[src/rtl/jtframe_mr_ddrarb.sv]
// Burst-aware arbiter sharing one DDR Avalon-MM port among CH requesters.
// A grant is held for a whole read or write burst; channel 0 always has priority.
module jtframe_mr_ddrarb #(
    parameter int CH = 2,
    parameter int AW = 29,
    parameter int BW = 8,
    parameter int DW = 64,
    parameter int RR = 1
)(
    input  logic                 clk,
    input  logic                 rst_n,
    input  logic                 lock,
    input  logic [CH-1:0]        ch_rd,
    input  logic [CH-1:0]        ch_we,
    input  logic [CH*AW-1:0]     ch_addr,
    input  logic [CH*BW-1:0]     ch_burstcnt,
    input  logic [CH*DW/8-1:0]   ch_be,
    input  logic [CH*DW-1:0]     ch_din,
    output logic [CH-1:0]        ch_busy,
    output logic [CH-1:0]        ch_dout_ready,
    output logic [DW-1:0]        ch_dout,
    input  logic                 ddr_busy,
    input  logic [DW-1:0]        ddr_dout,
    input  logic                 ddr_dout_ready,
    output logic                 ddr_rd,
    output logic                 ddr_we,
    output logic [AW-1:0]        ddr_addr,
    output logic [BW-1:0]        ddr_burstcnt,
    output logic [DW/8-1:0]      ddr_be,
    output logic [DW-1:0]        ddr_din
);
    localparam int GW  = $clog2(CH);
    localparam int BEW = DW/8;
    localparam logic [BW-1:0] ONE = {{(BW-1){1'b0}}, 1'b1};

    typedef enum logic [1:0] {IDLE, CMD, RDATA, WR} state_t;

    state_t          state;
    logic [GW-1:0]   gnt, last_gnt, nxt_gnt;
    logic [BW-1:0]   cnt;
    logic [AW-1:0]   addr_q;
    logic [BW-1:0]   bc_q;
    logic [CH-1:0]   req;
    logic            any_req, found;
    int              idx;

    logic            g_rd, g_we;
    logic [AW-1:0]   g_addr;
    logic [BW-1:0]   g_bc;
    logic [BEW-1:0]  g_be;
    logic [DW-1:0]   g_din;

    assign g_rd   = ch_rd[gnt];
    assign g_we   = ch_we[gnt];
    assign g_addr = ch_addr[int'(gnt)*AW +: AW];
    assign g_bc   = ch_burstcnt[int'(gnt)*BW +: BW];
    assign g_be   = ch_be[int'(gnt)*BEW +: BEW];
    assign g_din  = ch_din[int'(gnt)*DW +: DW];

    // Channel 0 first; otherwise rotate from the last grant (RR) or lowest index wins.
    always_comb begin
        req = ch_rd | ch_we;
        if (lock) req[CH-1:1] = '0;
        any_req = |req;
        nxt_gnt = '0;
        found   = 1'b0;
        idx     = 0;
        if (!req[0]) begin
            for (int k = 1; k < CH; k++) begin
                idx = (RR != 0) ? ((int'(last_gnt) - 1 + k) % (CH-1)) + 1 : k;
                if (!found && req[idx]) begin
                    nxt_gnt = GW'(idx);
                    found   = 1'b1;
                end
            end
        end
    end

    always_comb begin
        ddr_rd       = 1'b0;
        ddr_we       = 1'b0;
        ddr_addr     = '0;
        ddr_burstcnt = '0;
        ddr_be       = '0;
        ddr_din      = '0;
        case (state)
            CMD: begin
                ddr_rd       = g_rd;
                ddr_we       = g_we;
                ddr_addr     = g_addr;
                ddr_burstcnt = g_bc;
                ddr_be       = g_be;
                ddr_din      = g_din;
            end
            WR: begin
                // Address/burst count stay at their first-beat values for the whole burst
                ddr_we       = g_we;
                ddr_addr     = addr_q;
                ddr_burstcnt = bc_q;
                ddr_be       = g_be;
                ddr_din      = g_din;
            end
            default: ;
        endcase
    end

    assign ch_dout = ddr_dout;

    always_comb begin
        ch_busy       = '1;
        ch_dout_ready = '0;
        for (int i = 0; i < CH; i++) begin
            ch_busy[i]       = ~((GW'(i) == gnt) & (state == CMD || state == WR)) | ddr_busy;
            ch_dout_ready[i] = (GW'(i) == gnt) & (state == RDATA) & ddr_dout_ready;
        end
    end

    always_ff @(posedge clk or negedge rst_n) begin
        if (!rst_n) begin
            state    <= IDLE;
            gnt      <= '0;
            last_gnt <= '0;
            cnt      <= '0;
            addr_q   <= '0;
            bc_q     <= '0;
        end else begin
            case (state)
                IDLE: if (any_req) begin
                    gnt      <= nxt_gnt;
                    last_gnt <= nxt_gnt;
                    state    <= CMD;
                end
                CMD: begin
                    addr_q <= g_addr;
                    bc_q   <= g_bc;
                    if (g_rd && !ddr_busy) begin
                        cnt   <= (g_bc == '0) ? ONE : g_bc;
                        state <= RDATA;
                    end else if (g_we && !ddr_busy) begin
                        cnt   <= (g_bc == '0) ? '0 : g_bc - ONE;
                        state <= (g_bc > ONE) ? WR : IDLE;
                    end else if (!g_rd && !g_we) begin
                        state <= IDLE;
                    end
                end
                RDATA: if (ddr_dout_ready) begin
                    cnt <= cnt - ONE;
                    if (cnt == ONE) state <= IDLE;
                end
                WR: if (g_we && !ddr_busy) begin
                    cnt <= cnt - ONE;
                    if (cnt == ONE) state <= IDLE;
                end
                default: state <= IDLE;
            endcase
        end
    end
endmodule

[config.mk]
export PLATFORM = sky130hd
export DESIGN_NAME = jtframe_mr_ddrarb
export DESIGN_NICKNAME = d
export VERILOG_FILES = /design/src/rtl/jtframe_mr_ddrarb.sv
export SDC_FILE = /design/constraint.sdc
export NUM_CORES = 1
export LEC_CHECK = 0
export ABC_CLOCK_PERIOD_IN_PS = 3500
export CORE_AREA = 5 5 182 184
export CTS_CLUSTER_SIZE = 25
export DETAILED_ROUTE_END_ITERATION = 16
export DIE_AREA = 0 0 187 189
export HOLD_SLACK_MARGIN = 0.02
export REMOVE_ABC_BUFFERS = 1
export SYNTH_ARGS = -nofsm -noshare
export SYNTH_HDL_FRONTEND = slang
export SYNTH_SLANG_ARGS = --single-unit
[constraint.sdc]
create_clock -name clk -period 3.5 [get_ports clk]
set_input_delay 0.7 -clock clk [delete_from_list [all_inputs] [get_ports clk]]
set_output_delay 0.7 -clock clk [all_outputs]
set_load 0.05 [all_outputs]
# Yosys cells after proc, flatten, opt, wreduce, memory -nomap -nowiden
# Cells that the tools add are included.
# word_totals
ff_bits,48
in_bits,291
elab_cells,79
# classes
n_addsub,2
n_mul,1
order_cmp,2
eq_ne,9
shift,4
muxes,29
n_bitwise,12
reduce_logical,15
# op_table
operator,count
variable part select 128 x 8 -> 64 bit,1
2-to-1 mux 64 bit,1
case mux 29 bit (2 select lines),1
variable part select 58 x 7 -> 29 bit,1
2-to-1 mux 8 bit,7
variable part select 16 x 5 -> 8 bit,2
case mux 8 bit (3 select lines),1
2-to-1 mux 2 bit,8
case mux 8 bit (2 select lines),1
"subtractor 8 x 1 -> 8 bit, second input constant",2
2-to-1 mux 1 bit,9
"== test 8 x 1 -> 1 bit, second input constant",1
"> comparator 8 x 1 -> 1 bit, second input constant",1
logical NOT 8 bit,1
case mux 2 bit (4 select lines),1
AND reduction 4 bit,2
bitwise AND 1 bit,6
"multiplier 1 x 5 -> 6 bit, second input constant",1
"== test 2 bit, second input constant",2
"inequality test 2 bit, second input constant",2
"inequality test 4 x 1 -> 1 bit, second input constant",1
OR reduction 2 bit,2
logical AND 1 bit,3
logical NOT 1 bit,3
11 further kinds,14

# Depth between registers and ports, before layout
# logic_depth
depth_word,8
mapped_depth,8

# Least setup slack after synthesis
# OpenSTA, ideal clock, no wires.
# synth_timing
path_kind,flip-flop to output port
from,register gnt
to,output port ddr_be[0]
t_arrival_ps,2000
required_ps,2800
setup_slack_ps,800
stages_incl_launch_ff,7
path_buffers,4
path_cell_list,dfrtp_1 -> buf_6 -> buf_2 -> buf_2 -> buf_2 -> mux2i_1 -> nor2b_1
# synth_via
elab_chain_cells,2
# synth_lines
item,line,text
"start, declared",39,"logic [GW-1:0] gnt, last_gnt, nxt_gnt;"
"start signal, assigned",129,gnt <= nxt_gnt;
variable part select 16 x 5 -> 8 bit,57,assign g_be = ch_be[int'(gnt)*BEW +: BEW];
2-to-1 mux 8 bit,86,case (state)
"end, declared",29,"output logic [DW/8-1:0] ddr_be,"
# No other way between the ends.

# Worst setup path after layout
# layout_timing
from,register gnt
to,output port ddr_burstcnt[5]
# layout_via
elab_chain_cells,2
# layout_lines
item,line,text
variable part select 16 x 5 -> 8 bit,56,assign g_bc = ch_burstcnt[int'(gnt)*BW +: BW];
case mux 8 bit (2 select lines),86,
"end, declared",28,"output logic [BW-1:0] ddr_burstcnt,"
# No other way between the ends.

==> impl_summary.log <==
INFO  metric power_leakage = ~3.6 nW
INFO  metric p_sw_frac = 0.574
INFO  metric tightestPinTransition = roughly 0.89 ns
INFO  metric finalMaxSlewViolations = 0
INFO  metric final.period_utilization = 0.900
INFO  metric post-route-drc-count = 0
INFO  metric setup.reg_to_reg.worst_slack = between 0.6 and 0.7 ns
INFO  metric ys.warnings.count = 0
INFO  metric met2_wirelength = 11600 µm
INFO  metric die-area = 0.0353 mm²
INFO  metric drive_gt1_frac = 0.167
INFO  metric hold_buffers = 0
INFO  metric clk-insertion-delay-late = approximately 0.30 ns
INFO  metric postCtsSetupBuffers = 0
INFO  metric die_w = around 190 µm
INFO  metric max_slew_headroom = 0.400
INFO  metric top_layer = met5
INFO  metric setup-violations-final = 0
INFO  metric worst_endpoint_required_time = about 2.8 ns
INFO  metric clock_power_share = 0.062
INFO  metric core = between 0.03 and 0.04 mm²
INFO  metric synth.avg_cell_area = 8.34 µm²
INFO  metric timing.setup.tns = 0 ns
INFO  metric finalHoldViolations = 0
INFO  metric layout_common_cells = 234 x sky130_fd_sc_hd__clkdlybuf4s50_1, 112 x sky130_fd_sc_hd__mux2i_1, 98 x sky130_fd_sc_hd__buf_4
INFO  metric cts_max_path_buffers = 2
INFO  metric cts_num_sinks = 48
INFO  metric detail-route-antenna-nets = 0
INFO  metric number_of_antenna_violations_at_the_first_check_in_global_routing = 0
INFO  metric detailroute.via_count = around 5400
INFO  metric ys_types = between 40 and 50
INFO  metric syn-cell-area = 0.00515 mm²
INFO  metric place_hpwl = between 20000 and 25000 µm
INFO  metric netlist_instances = around 620
INFO  metric power_frac_comb = 0.817
INFO  metric crit_path_max_fanout = 38
INFO  metric period_needed = between 3 and 4 ns
INFO  metric fill_cells = about 3400
INFO  metric rows = 65
INFO  metric syn2layout_area_growth = 69.2%
INFO  metric mostFrequentLayoutCell = sky130_fd_sc_hd__clkdlybuf4s50_1
INFO  metric run_status = finished clean
INFO  metric synth_sequential_area_ratio = 0.233
INFO  metric max_clock_freq = ~320 MHz
INFO  metric drv.max_cap_violation_count = 0
INFO  metric wire_length_of_the_first_global_routing_pass = roughly 40000 µm
INFO  metric numCtsBuffers = 5
INFO  metric route.detailed.wl_per_inst = about 22 µm
INFO  metric worst-setup-path-type = flip-flop to output port
INFO  metric clk_pin_slew_worst_paths = roughly 0.070 ns
INFO  metric multi_input_comb_area = between 0.003 and 0.004 mm²
INFO  metric gr-usage-all-layers = 0.148
INFO  metric skew = 0.00815 ns
INFO  metric internal_power = 4.03 mW
INFO  metric drt_wl_total = between 20000 and 30000 µm
INFO  metric rsz0062_at_grt = no
INFO  metric combined_flip_flop_and_latch_cell_area = 0.00121 mm²
INFO  metric via_per_inst = roughly 4.3
INFO  metric initialDrtViolationCount = roughly 290
INFO  metric grt_pass1_vias = 5617
INFO  metric clockRootBuffer = sky130_fd_sc_hd__clkbuf_16
INFO  metric finalNetCount = between 1000 and 1500
INFO  metric gr-total-overflow = 0
INFO  metric maximum_number_of_pins_on_one_net_before_global_route_repair = 78
INFO  metric portBuffers = approximately 340
INFO  metric net_switching_power = 5.42 mW
INFO  metric startpoint_type = flip-flop
INFO  metric start_util = 0.165
INFO  metric cellPowerDensity = around 1100 mW/mm²
INFO  metric min-delay-path-class = input pin to async pin
INFO  metric setup.worst_path.end_class = output port
INFO  metric detailed_routing_wirelength_on_met1 = approximately 12000 µm
INFO  metric irDropWorstVdd = 0.000657 V
INFO  metric gp_congestion = between 0.8 and 0.9
INFO  metric cp_data_arrival_time = approximately 2.5 ns
INFO  metric io_pins = between 400 and 500
INFO  metric cts_htree_levels = 2
INFO  metric detail_route.first_pass.iterations = 4
INFO  metric synthArstFlopShare = 1.00
INFO  metric met3_wirelength = roughly 3500 µm
INFO  metric flip_flop_and_latch_count_after_synthesis = 48
INFO  metric clock_tree_from_tritoncts = built
INFO  metric die_height = about 190 µm
INFO  metric synth_flop_cell = sky130_fd_sc_hd__dfrtp_1
INFO  metric n_antenna_cell = 0
INFO  metric proportion_of_power_drawn_by_flip_flops_and_latches = 0.121
INFO  metric report.power.total = between 9 and 10 mW
INFO  metric cts_repair_resize_count = 0
INFO  metric synth-edff-count = 0
==> registers in the layout, summed over array words and instances (netlist names) <==
| register | cells |
|---|---|
| cnt | 8 |
| state | 2 |
| addr_q | 29 |
| gnt | 1 |
| bc_q | 8 |
==> per-layer routing <==
layer / track usage / vias to the layer above
met5: 0.0261 / -
met4: 0.0239 / 4
met3: 0.0863 / 22
met2: 0.218 / 347
met1: 0.188 / 2479
li1: - / 2574
==> cell usage after synthesis, drive strengths merged, types with 3 or more instances <==
master | number | area share
ha | 4 | 0.0097
o211a | 38 | 0.074
nor3 | 8 | 0.0078
nand4 | 3 | 0.0036
o211ai | 6 | 0.0087
nand3 | 3 | 0.0029
mux2i | 114 | 0.22
nor2b | 77 | 0.094
clkbuf | 25 | 0.018
a21oi | 44 | 0.044
buf | 87 | 0.12
inv | 9 | 0.0066
or3 | 4 | 0.0049
nand2 | 45 | 0.033
nand2b | 3 | 0.0036
dfrtp | 48 | 0.23
xnor2 | 5 | 0.0085
or4 | 3 | 0.0044
o21ai | 11 | 0.011
nor4 | 3 | 0.0036
nor2 | 53 | 0.040
==> cells by family after synthesis <==
kind of cell	share of synthesized area
buf+inv	0.142
simple gates	0.210
compound gates	0.167
fa+ha+maj	0.00972
flops	0.233
mux	0.227
xor+xnor	0.0102
==> final timing paths <==
check	from	endpoint	depth (start not counted)
hold / removal	rst_n	cnt[3]$_DFFE_PN0P_	1
setup reg to reg	gnt$_DFFE_PN0P_	cnt[0]$_DFFE_PN0P_	5
hold reg to reg	cnt[6]$_DFFE_PN0P_	cnt[6]$_DFFE_PN0P_	2
setup / recovery	gnt$_DFFE_PN0P_	ddr_burstcnt[5]	5
max in group asynchronous	rst_n	addr_q[13]$_DFFE_PN0P_	2
min in group clk	cnt[6]$_DFFE_PN0P_	cnt[6]$_DFFE_PN0P_	2
==> through the flow <==
stage	hold WS, ns	worst slack (ns)	area [µm²]	utilization	cells
after detailed placement	0.510	0.504	8530	0.273	1264
final	0.528	0.350	8710	0.279	1272
after floorplan	0.404	-2.49	4450	-	505
after global placement	0.508	0.510	8530	0.273	1264
after global routing	0.559	0.184	8710	0.279	1272
after CTS	0.531	0.300	8710	0.279	1272
==> cell type report <==
class	instances	share of cell area
Tap cell	402	0.0577
Inverter	9	0.00388
Clock buffer	6	0.0159
Clock inverter	2	0.00445
Multi-Input combinational cell	448	0.370
Sequential cell	48	0.139
Timing Repair Buffer	357	0.409
==> critical path, cell delays in order, from the launching register on <==
cell,delay [ns]
sky130_fd_sc_hd__dfrtp_4,0.86
sky130_fd_sc_hd__buf_4,0.46
sky130_fd_sc_hd__mux2i_1,0.39
sky130_fd_sc_hd__nand2_1,0.09
sky130_fd_sc_hd__o211a_1,0.17
sky130_fd_sc_hd__buf_12,0.15
==> power groups by stage <==
stage                     logic, mW  registers [mW]  clock network [mW]
final                          7.72            1.14               0.590
after global routing           8.15            1.19               0.642
after CTS                      7.84            1.15               0.620
after detailed placement       7.81            1.16                   0
after global placement         7.80            1.14                   0
after floorplan                5.01            1.28                   0
Power figures use the tool's default switching activity.
